File: src/rtl/inst_fetch_pkg.sv
// Shared ISA constants and helpers for the fetch stage.
//   ISA__XLEN            : architectural register / address width
//   ISA__NOP             : canonical NOP (addi x0, x0, 0)
//   ISA__INST_ALIGN_MASK : PC bits that must be zero for a legal fetch
//   ISA__INST_BYTES      : PC increment per sequential instruction
package inst_fetch_pkg;

    localparam int unsigned ISA__XLEN            = 32;
    localparam logic [31:0] ISA__NOP             = 32'h0000_0013;
    localparam logic [31:0] ISA__INST_ALIGN_MASK = 32'h0000_0003;
    localparam logic [31:0] ISA__INST_BYTES      = 32'h0000_0004;

    function automatic logic is_misaligned(input logic [ISA__XLEN-1:0] addr);
        return |(addr & ISA__INST_ALIGN_MASK);
    endfunction

endpackage

File: src/rtl/inst_fetch.sv
// Instruction fetch stage. Owns the PC, issues word reads over a req/ack
// port and holds the fetched word for the decoder until it is consumed.
// Handles redirects, a level-sensitive debug halt and fetch faults.
//
// Ports:
//   clk, rst           : clock, synchronous active-high reset
//   mem_req/mem_addr   : fetch request and address (held until mem_ack)
//   mem_rdata/mem_ack  : returned word and completion strobe
//   mem_err            : bus error, valid only with mem_ack
//   inst/pc/inst_valid : held instruction, its address, and its qualifier
//   fetch_fault        : held instruction is an access fault (inst = 0)
//   inst_ready         : consumer accepts the held instruction
//   redirect/_pc       : load a new fetch PC (highest priority)
//   halt_req/halted    : debug halt request and acknowledge
module inst_fetch
    import inst_fetch_pkg::*;
#(
    parameter logic [31:0] RESET_VECTOR = 32'h0000_0000
) (
    input  logic                 clk,
    input  logic                 rst,
    output logic                 mem_req,
    output logic [ISA__XLEN-1:0] mem_addr,
    input  logic [ISA__XLEN-1:0] mem_rdata,
    input  logic                 mem_ack,
    input  logic                 mem_err,
    output logic [ISA__XLEN-1:0] inst,
    output logic [ISA__XLEN-1:0] pc,
    output logic                 inst_valid,
    input  logic                 inst_ready,
    output logic                 fetch_fault,
    input  logic                 redirect,
    input  logic [ISA__XLEN-1:0] redirect_pc,
    input  logic                 halt_req,
    output logic                 halted
);

    typedef enum logic [1:0] {
        StIdle,
        StReq,
        StHold,
        StDiscard
    } state_e;

    state_e               state_q, state_d;
    logic [ISA__XLEN-1:0] pc_q, pc_d;
    logic [ISA__XLEN-1:0] inst_q, inst_d;
    logic [ISA__XLEN-1:0] addr_q;
    logic                 fault_q, fault_d;
    logic                 mem_req_q, mem_req_d;
    logic                 inst_valid_q, inst_valid_d;
    logic                 halted_q, halted_d;

    always_comb begin
        state_d = state_q;
        pc_d    = pc_q;
        inst_d  = inst_q;
        fault_d = fault_q;

        unique case (state_q)
            StIdle: begin
                if (redirect) begin
                    // Stay idle one cycle so the new PC gets its alignment check.
                    pc_d = redirect_pc;
                end else if (halt_req) begin
                    state_d = StIdle;
                end else if (is_misaligned(pc_q)) begin
                    state_d = StHold;
                    fault_d = 1'b1;
                    inst_d  = '0;
                end else begin
                    state_d = StReq;
                end
            end
            StReq: begin
                if (redirect) begin
                    pc_d    = redirect_pc;
                    // An unacked transfer must still be drained at its old address.
                    state_d = mem_ack ? StIdle : StDiscard;
                end else if (mem_ack) begin
                    inst_d  = mem_err ? '0 : mem_rdata;
                    fault_d = mem_err;
                    state_d = StHold;
                end
            end
            StHold: begin
                if (redirect) begin
                    pc_d    = redirect_pc;
                    state_d = StIdle;
                end else if (inst_ready) begin
                    pc_d    = pc_q + ISA__INST_BYTES;
                    state_d = StIdle;
                end
            end
            StDiscard: begin
                if (redirect) begin
                    pc_d = redirect_pc;
                end
                if (mem_ack) begin
                    state_d = StIdle;
                end
            end
            default: state_d = StIdle;
        endcase

        mem_req_d    = (state_d == StReq) || (state_d == StDiscard);
        inst_valid_d = (state_d == StHold);
        halted_d     = (state_q == StIdle) && halt_req;
    end

    always_ff @(posedge clk) begin
        if (rst) begin
            state_q      <= StIdle;
            pc_q         <= RESET_VECTOR;
            inst_q       <= ISA__NOP;
            addr_q       <= RESET_VECTOR;
            fault_q      <= 1'b0;
            mem_req_q    <= 1'b0;
            inst_valid_q <= 1'b0;
            halted_q     <= 1'b0;
        end else begin
            state_q      <= state_d;
            pc_q         <= pc_d;
            inst_q       <= inst_d;
            fault_q      <= fault_d;
            mem_req_q    <= mem_req_d;
            inst_valid_q <= inst_valid_d;
            halted_q     <= halted_d;
            // Remember the address in flight; a redirect moves pc while the
            // outstanding transfer must keep its original address.
            if (state_q == StReq) begin
                addr_q <= pc_q;
            end
        end
    end

    assign mem_req     = mem_req_q;
    assign mem_addr    = (state_q == StDiscard) ? addr_q : pc_q;
    assign inst        = inst_q;
    assign pc          = pc_q;
    assign inst_valid  = inst_valid_q;
    assign fetch_fault = fault_q;
    assign halted      = halted_q;

endmodule
File: config.mk
export PLATFORM = sky130hd
export DESIGN_NAME = inst_fetch
export DESIGN_NICKNAME = d
export VERILOG_FILES = /design/src/rtl/inst_fetch_pkg.sv /design/src/rtl/inst_fetch.sv
export SDC_FILE = /design/constraint.sdc
export NUM_CORES = 1
export LEC_CHECK = 0
export BUFFER_PORTS_ARGS = -buffer_cell sky130_fd_sc_hd__buf_2
export CAP_MARGIN = 20
export CORE_ASPECT_RATIO = 1.5
export CORE_MARGIN = 4
export CORE_UTILIZATION = 40
export CTS_CLUSTER_DIAMETER = 40
export DETAILED_ROUTE_END_ITERATION = 7
export PLACE_DENSITY = 0.69
export SETUP_SLACK_MARGIN = 0.02
export SYNTH_ARGS = -nofsm -noshare
export SYNTH_HDL_FRONTEND = slang
export SYNTH_SLANG_ARGS = --single-unit
File: constraint.sdc
create_clock -name clk -period 2.9 [get_ports clk]
set_input_delay 0.725 -clock clk [delete_from_list [all_inputs] [get_ports clk]]
set_output_delay 0.725 -clock clk [all_outputs]
set_load 0.02 [all_outputs]
==> impl_metrics.json, run 1 <==
{
  "setup_viol": 0,
  "drive_gt1_frac": 0.3421,
  "p_clk_frac": 0.381,
  "initial_utilization": 0.4091,
  "utilization": 0.5223,
  "cp.arrival_ns": 1.75,
  "p_sw_mw": 0.8193,
  "clk_latency_ns": 0.35,
  "ios": 171,
  "ys_types": 48,
  "cts_resized": 0,
  "antenna_found_initial": 0,
  "fmax_ghz": 0.4046,
  "dr.pass1.iters": 5,
  "clkSlewWorstSetupHoldPaths_ns": 0.07,
  "ys_seq_area_frac": 0.4470,
  "dp.cells": 814,
  "setup_tns_ns": 0,
  "hold_path.class": "flop to flop",
  "grt_start_max_net_pins": 61,
  "synth_edf_count": 0,
  "p_int_mw": 2.283,
  "seqPwrFrac": 0.485,
  "clock_skew_ns": 0.006104,
  "die_width_microns": 94.83,
  "seq_area_sq_um": 2022,
  "synth.area.top_cells": "dfxtp_1, mux2_2, nand2_1",
  "worst-path-max-fanout": 19,
  "worst_pin_slew_ns": 0.7481,
  "cts_buffers": 9,
  "worst_setup_path_end_kind": "output pin",
  "htreeDepth": 3,
  "multi_input_area_sq_um": 2310,
  "drv_slew": 0,
  "finalWirelength_microns": 12730,
  "grt_pass1_wl_microns": 21220,
  "hold_violations": 0,
  "p_per_area_nw_per_um2": 537.2,
  "die_h_microns": 138.2,
  "synth_area_per_cell_sq_um": 8.566,
  "synth_ff_type": "dfxtp_1",
  "num_vias": 4278,
  "hpwl_microns": 9433,
  "ys.warnings.count": 0,
  "layout_commonest_cell": "buf_2",
  "n_antenna_cell": 0,
  "power.leakage_nw": 2.507,
  "rows": 47,
  "gp_congestion": 0.8513,
  "finalCriticalPeriod_ns": 2.471,
  "post-route-period-util": 0.8522,
  "slew_headroom": 0.4975,
  "wl_per_cell_microns": 15.38,
  "p_sw_frac": 0.2641,
  "p_comb_frac": 0.134,
  "syn_inst": 528,
  "clk_root_buffer_cell": "clkbuf_16",
  "cts_tree": "built",
  "syn_nets": 600,
  "critPathLaunchType": "flop",
  "cts_buffer_depth": 2,
  "nets": 750,
  "cts_hold_repair.buffers": 0,
  "grt_pass1_vias": 4413,
  "portBuffers": 170,
  "clock-sinks": 101,
  "maxCapViolCount": 0,
  "drc_errors": 0,
  "final_cells": 828,
  "path_class": "flop to output pin",
  "status": "finished, final reports clean",
  "synth_top_area_cell": "dfxtp_1",
  "core-area_sq_um": 11060,
  "layout_common_cells": "buf_2, dfxtp_1, nand2_1",
  "grt_overflow": 0,
  "synth_top_area_frac": 0.4470,
  "post_drt_via_cell_ratio": 5.167,
  "grtUsageTotal": 0.2001,
  "grt_setup_unrepaired": "no",
  "required_ns": 2.17,
  "synth-seq-cells": 101,
  "die-area_sq_um": 13110,
  "postRouteAntennaNets": 0,
  "cts_setup_buffers": 0,
  "ys_async_sr_fraction": 0,
  "num-fill-cells": 1056,
  "drt_iter0_drc": 176,
  "area_growth_pct": 27.66,
  "netlist_area_sq_um": 4523,
  "vdd_ir_drop_max_uv": 339.1
}
==> state kept, by name, summed over array words and instances (netlist names) <==
name,count
addr_q,32
inst,32
pc,32
fetch_fault,1
halted,1
inst_valid,1
mem_req,1
state_q,1
==> through the flow <==
| step | setup slack [ns] | hold slack, ns | instance area [sq um] | total power, mW |
|---|---|---|---|---|
| floorplan | 0.6568 | 0.4338 | 4523 | 1.782 |
| global route | 0.2836 | 0.4712 | 5774 | 3.224 |
| detailed placement | 0.4930 | 0.4483 | 5493 | 1.954 |
| finish | 0.4287 | 0.4535 | 5774 | 3.102 |
| global placement | 0.5609 | 0.4397 | 5493 | 1.946 |
| CTS | 0.4012 | 0.4575 | 5774 | 3.129 |
==> metal layers <==
| metal | global-route usage | part of all wire |
|---|---|---|
| met1 | 0.2319 | 0.41 |
| met5 | 0 | 0 |
| met2 | 0.3509 | 0.51 |
| met3 | 0.04348 | 0.067 |
| met4 | 0.07833 | 0.019 |
==> area by class of cell <==
class	instances	share of cell area
clock inverter	2	0.006067
timing repair buffer	181	0.1621
inverter	11	0.007151
tap	147	0.03185
sequential	101	0.3502
multi-input combinational	374	0.4000
clock buffer	12	0.04269
==> worst paths after layout <==
path	start	to	slack, ns	cells past startpoint
worst max-delay path	mem_req$_SDFF_PP0_	mem_addr[14]	0.43	4
worst max register to register	pc[2]$_SDFFE_PP0P_	pc[18]$_SDFFE_PP0P_	0.66	6
worst min-delay path	addr_q[24]$_SDFFE_PP0P_	addr_q[24]$_SDFFE_PP0P_	0.45	2
worst min register to register	addr_q[24]$_SDFFE_PP0P_	addr_q[24]$_SDFFE_PP0P_	0.45	2
==> Yosys cell counts, types with 3 or more instances <==
master and n:
inv_1 10, nand4_1 13, xnor2_1 7, a211oi_1 18, a221o_1 3, dfxtp_1 101
mux2_2 32, and3_1 3, o31ai_1 3, clkbuf_1 33, o21ai_0 4, nand3_1 13
mux2i_1 5, a21oi_1 44, buf_1 6, nor3_1 10, a22oi_1 29, nor2_1 60
nand2_1 83, xor2_1 14
==> worst max-delay path, cell delays in order, from the launching register on <==
cell and delay (ns):
dfxtp_1 0.56, nand2_1 0.12, buf_4 0.24, mux2_2 0.30
buf_2 0.16
==> logic make-up (layout without fill, tap and decap cells) <==
kind of cell / after synthesis / count (layout) / synth area share
simple gates: 202 / 202 / 0.2089
compound gates: 113 / 113 / 0.1651
flops: 101 / 101 / 0.4470
buf+inv: 53 / 206 / 0.04481
mux: 37 / 37 / 0.09073
xor+xnor: 21 / 21 / 0.04066
fa+ha+maj: 1 / 1 / 0.002766
==> power by group through the flow <==
stage          registers (mW)  clock network [mW]  logic [mW]
2_1_floorplan            1.56                   0       0.224
3_3_place_gp             1.53                   0       0.414
3_5_place_dp             1.53                   0       0.420
4_1_cts                  1.50                1.21       0.421
5_1_grt                  1.51                1.26       0.456
6_report                 1.50                1.18       0.416
No activity file was read; power rests on OpenSTA's default activity.
==> run 2: changes to the inputs <==
Settings changed: REMOVE_ABC_BUFFERS set to 1.
==> impl_metrics.json, run 2 (synthesis results as in run 1) <==
{
  "core-area_sq_um": 11060,
  "finalWirelength_microns": 13050,
  "antenna_found_initial": 0,
  "cts_setup_buffers": 0,
  "grt_start_max_net_pins": 58,
  "p_sw_frac": 0.2684,
  "portBuffers": 170,
  "power.leakage_nw": 2.526,
  "cp_num_buf_inv": 2,
  "dp.cells": 816,
  "fmax_ghz": 0.4015,
  "p_comb_frac": 0.133,
  "grt_overflow": 0,
  "rows": 47,
  "worst_setup_path_end_kind": "output pin",
  "path_class": "flop to output pin",
  "setup_slack_ns": 0.4095,
  "status": "finished, final reports clean",
  "slew_headroom": 0.4785,
  "layout_common_cells": "buf_2, dfxtp_1, nand2_1",
  "layout_commonest_cell": "buf_2",
  "worst-path-max-fanout": 21,
  "drt_iter0_drc": 179,
  "grtUsageTotal": 0.1999,
  "gp_congestion": 0.8536,
  "n_antenna_cell": 0,
  "hpwl_microns": 9512,
  "die_h_microns": 138.2,
  "die_width_microns": 94.83,
  "r2r_slack_ns": 0.62,
  "cts_resized": 0,
  "clock_skew_ns": 0.005373,
  "p_int_mw": 2.318,
  "hold_path.class": "flop to flop",
  "setup_tns_ns": 0,
  "worst_pin_slew_ns": 0.7762,
  "r2r-end": "pc[18]$_SDFFE_PP0P_",
  "cts_buffers": 9,
  "post-route-period-util": 0.8588,
  "post-place-ws_ns": 0.5482,
  "cp.arrival_ns": 1.77,
  "initial_utilization": 0.4091,
  "postRouteAntennaNets": 0,
  "crit_family": "flip-flops",
  "maxCapViolCount": 0,
  "r2r-start": "pc[3]$_SDFFE_PP0P_",
  "crit_end": "mem_addr[17]",
  "post_drt_via_cell_ratio": 5.256,
  "p_per_area_nw_per_um2": 544.4,
  "seqPwrFrac": 0.475,
  "drive_gt1_frac": 0.3489,
  "critPathMaxStageDelay_ns": 0.57,
  "cts_hold_repair.buffers": 0,
  "p_clk_frac": 0.392,
  "num-fill-cells": 1106,
  "cp-startpoint": "mem_req$_SDFF_PP0_",
  "cts_tree": "built",
  "num_vias": 4373,
  "dr.pass1.iters": 4,
  "crit_path_top_delay_cell": "dfxtp_1",
  "drv_slew": 0,
  "utilization": 0.5264,
  "clk_root_buffer_cell": "clkbuf_16",
  "vdd_ir_drop_max_uv": 295.4,
  "drc_errors": 0,
  "clkSlewWorstSetupHoldPaths_ns": 0.07,
  "total_power_mw": 3.168,
  "finalCriticalPeriod_ns": 2.490,
  "die-area_sq_um": 13110,
  "hold_violations": 0,
  "nets": 752,
  "required_ns": 2.17,
  "crit_chain": "nand2_1, buf_4, mux2_2, buf_2",
  "r2r_cells": 6,
  "grt_setup_unrepaired": "no",
  "worstSetupPathDepth": 4,
  "wl_per_cell_microns": 15.68,
  "grt_pass1_vias": 4313,
  "grt_pass1_wl_microns": 21270,
  "cts_buffer_depth": 2,
  "clk_latency_ns": 0.34,
  "htreeDepth": 3,
  "ios": 171,
  "critPathLaunchType": "flop",
  "setup_viol": 0,
  "p_sw_mw": 0.8504,
  "area_growth_pct": 28.66,
  "final_cells": 832,
  "clock-sinks": 101
}
==> run 2: worst min-delay path, stage by stage, from the launching register on <==
cell     delay [ns]
dfxtp_1        0.31
nand2_1        0.05
a21oi_1        0.05
==> run 2: cell type report <==
| type | instances | area [sq um] | area share |
|---|---|---|---|
| inverter | 11 | 41.29 | 0.007095 |
| multi-input combinational | 374 | 2310 | 0.3969 |
| clock buffer | 11 | 252.7 | 0.04343 |
| timing repair buffer | 183 | 950.9 | 0.1634 |
| clock inverter | 5 | 58.81 | 0.01011 |
| sequential | 101 | 2022 | 0.3475 |
| tap | 147 | 183.9 | 0.03161 |
==> run 2: per-stage QoR <==
stage	area [sq um]	hold WS, ns
floorplan	4362	0.4278
global placement	5508	0.4390
detailed placement	5508	0.4454
CTS	5819	0.4553
global route	5819	0.4749
finish	5819	0.4514
==> run 2: worst min-delay path by stage <==
stage | startpoint | to | slack, ns | cells after the start
after floorplan | addr_q[0]$_SDFFE_PP0P_ | addr_q[0]$_SDFFE_PP0P_ | 0.43 | 2
after global placement | addr_q[2]$_SDFFE_PP0P_ | addr_q[2]$_SDFFE_PP0P_ | 0.44 | 2
after detailed placement | addr_q[28]$_SDFFE_PP0P_ | addr_q[28]$_SDFFE_PP0P_ | 0.45 | 2
after CTS | addr_q[28]$_SDFFE_PP0P_ | addr_q[28]$_SDFFE_PP0P_ | 0.46 | 2
after global routing | addr_q[29]$_SDFFE_PP0P_ | addr_q[29]$_SDFFE_PP0P_ | 0.47 | 2
final | addr_q[26]$_SDFFE_PP0P_ | addr_q[26]$_SDFFE_PP0P_ | 0.45 | 2
==> run 2: power by group through the flow <==
| stage | Sequential (mW) | Combinational [mW] | Clock (mW) |
|---|---|---|---|
| 3_5_place_dp | 1.53 | 0.423 | 0 |
| 6_report | 1.50 | 0.422 | 1.24 |
| 4_1_cts | 1.50 | 0.425 | 1.26 |
| 3_3_place_gp | 1.53 | 0.418 | 0 |
| 5_1_grt | 1.51 | 0.459 | 1.33 |
| 2_1_floorplan | 1.57 | 0.182 | 0 |
==> run 2: routing by layer <==
| layer | routed length (microns) | vias up | GRT usage |
|---|---|---|---|
| met4 | 222 | 0 | 0.06616 |
| met5 | 0 | - | 0 |
| met3 | 1157 | 18 | 0.05652 |
| met1 | 5081 | 2025 | 0.2381 |
| li1 | - | 2151 | - |
| met2 | 6588 | 179 | 0.3405 |
==> run 3: changes to the inputs <==
Settings changed: ABC_AREA set to 1, CTS_CLUSTER_DIAMETER 40 to 80, PLACE_DENSITY 0.69 to 0.68.
==> impl_metrics.json, run 3 <==
{
  "core-area_sq_um": 12080,
  "required_ns": 2.17,
  "wl_per_cell_microns": 14.60,
  "dr.pass1.iters": 5,
  "netlist_area_sq_um": 4977,
  "die-area_sq_um": 14330,
  "fmax_ghz": 0.3993,
  "die_width_microns": 99.08,
  "grt_pass1_wl_microns": 24010,
  "p_per_area_nw_per_um2": 539.7,
  "antenna_found_initial": 0,
  "worst_setup_path_end_kind": "output pin",
  "utilization": 0.5149,
  "nets": 975,
  "grtUsageTotal": 0.2081,
  "vdd_ir_drop_max_uv": 291.2,
  "critPathLaunchType": "flop",
  "layout_commonest_cell": "nand2_1",
  "synth.most_common_cell": "nand2_1",
  "drt_iter0_drc": 259,
  "syn_inst": 753,
  "synth_edf_count": 0,
  "synthTopCellsByCount": "nand2_1, nor2_1, dfxtp_1",
  "ys_seq_area_frac": 0.4062,
  "drive_gt1_frac": 0.2313,
  "worst_pin_slew_ns": 0.7672,
  "finalWirelength_microns": 15490,
  "slew_headroom": 0.4880,
  "synth_area_per_cell_sq_um": 6.610,
  "grt_pass1_vias": 4792,
  "status": "finished, final reports clean",
  "synth_ff_type": "dfxtp_1",
  "setup_viol": 0,
  "timing.hold.ws_ns": 0.4619,
  "setup_tns_ns": 0,
  "hpwl_microns": 11500,
  "clock-sinks": 101,
  "ios": 171,
  "synth.area.top_cells": "dfxtp_1, nand2_1, nor2_1",
  "clock_skew_ns": 0.007669,
  "num_vias": 5312,
  "htreeDepth": 3,
  "ys_types": 33,
  "synth-seq-cells": 101,
  "grt_start_max_net_pins": 55,
  "cts_buffer_depth": 2,
  "cp.arrival_ns": 1.78,
  "path_class": "flop to output pin",
  "drc_errors": 0,
  "grt_overflow": 0,
  "gp_congestion": 0.8895,
  "drv_slew": 0,
  "grt_setup_unrepaired": "no",
  "power.leakage_nw": 2.678,
  "portBuffers": 170,
  "hold_violations": 0,
  "die_h_microns": 144.6,
  "synth_top_area_frac": 0.4062,
  "post_drt_via_cell_ratio": 5.007,
  "maxCapViolCount": 0,
  "postRouteAntennaNets": 0,
  "area_growth_pct": 24.94,
  "rows": 49,
  "worst-path-max-fanout": 54,
  "clkSlewWorstSetupHoldPaths_ns": 0.07,
  "initial_utilization": 0.4121,
  "ys.warnings.count": 0,
  "clk_latency_ns": 0.34,
  "cts_hold_repair.buffers": 0,
  "cts_resized": 0,
  "cts_buffers": 9,
  "layout_common_cells": "nand2_1, buf_2, nor2_1",
  "cts_setup_buffers": 0,
  "synth_top_area_cell": "dfxtp_1",
  "ys_async_sr_fraction": 0,
  "post-route-period-util": 0.8635,
  "finalCriticalPeriod_ns": 2.504,
  "cts_tree": "built",
  "hold_path.class": "flop to flop",
  "n_antenna_cell": 0,
  "clk_root_buffer_cell": "clkbuf_16"
}
run 3: cell count changes in the layout (fill, tap and decap cells not counted), sizes merged, moves of 7 or more:
| cell | change |
|---|---|
| xnor2 | -7 |
| nand2 | +119 |
| a22oi | -15 |
| nor2 | +63 |
| a21oi | +30 |
| a211oi | -13 |
| nand4 | -11 |
| mux2 | -32 |
| nand3 | +20 |
| o21ai | +79 |
| xor2 | -14 |
| inv | +40 |
run 3: cell type report:
class                      count  area (sq um)
tap                          153         191.4
fill                        1276          5859
timing repair buffer         179         943.4
sequential                   101          2022
inverter                      52         195.2
clock inverter                 3         67.56
multi-input combinational    560          2539
clock buffer                  13         260.3
run 3: per-stage QoR:
step | total power, mW | cell area [sq um] | cells | setup WS, ns
global route | 3.523 | 6218 | 1061 | 0.1558
global placement | 2.068 | 5891 | 1045 | 0.7369
finish | 3.356 | 6218 | 1061 | 0.3957
CTS | 3.393 | 6218 | 1061 | 0.3529
detailed placement | 2.068 | 5891 | 1045 | 0.7271
floorplan | 1.840 | 4753 | 713 | 0.2222
run 3: layer usage:
| metal | global-route usage | share of wire | vias to the layer above |
|---|---|---|---|
| met3 | 0.04440 | 0.073 | 21 |
| met5 | 0 | 0 | - |
| li1 | - | - | 2761 |
| met2 | 0.3718 | 0.50 | 185 |
| met1 | 0.2478 | 0.41 | 2345 |
| met4 | 0.06619 | 0.017 | 0 |
run 3: worst max-delay path: stages (launching register included):
cell and delay (ns):
dfxtp_1 0.44, nand2_1 0.21, inv_1 0.19, buf_12 0.25, nand2_1 0.07, o21ai_0 0.09
buf_2 0.20
run 3: power breakdown:
| group | internal [mW] | switching (mW) | total (mW) |
|---|---|---|---|
| Clock | 0.805 | 0.518 | 1.32 |
| Combinational | 0.175 | 0.331 | 0.506 |
| Sequential | 1.46 | 0.0709 | 1.53 |
| Total | 2.44 | 0.919 | 3.36 |
run 3: logic make-up (layout without fill, tap and decap cells):
family                   count (synthesis)  count (layout)  share of synthesized area
AND/OR/NAND/NOR                        371             371                     0.3009
multiplexers                             1               1                   0.002011
adder cells (fa/ha/maj)                  1               1                   0.002513
AO/OA/AOI/OAI                          187             187                     0.2041
flip-flops                             101             101                     0.4062
buffers and inverters                   92             247                    0.08421
run 3: final timing paths:
| path | end | depth (start not counted) | start | slack, ns |
|---|---|---|---|---|
| worst max-delay path | mem_addr[19] | 6 | mem_req$_SDFF_PP0_ | 0.40 |
| worst max register to register | pc[20]$_SDFFE_PP0P_ | 10 | pc[3]$_SDFFE_PP0P_ | 0.94 |
| worst min-delay path | inst[28]$_SDFFE_PP0P_ | 2 | inst[28]$_SDFFE_PP0P_ | 0.46 |
| worst min register to register | inst[28]$_SDFFE_PP0P_ | 2 | inst[28]$_SDFFE_PP0P_ | 0.46 |
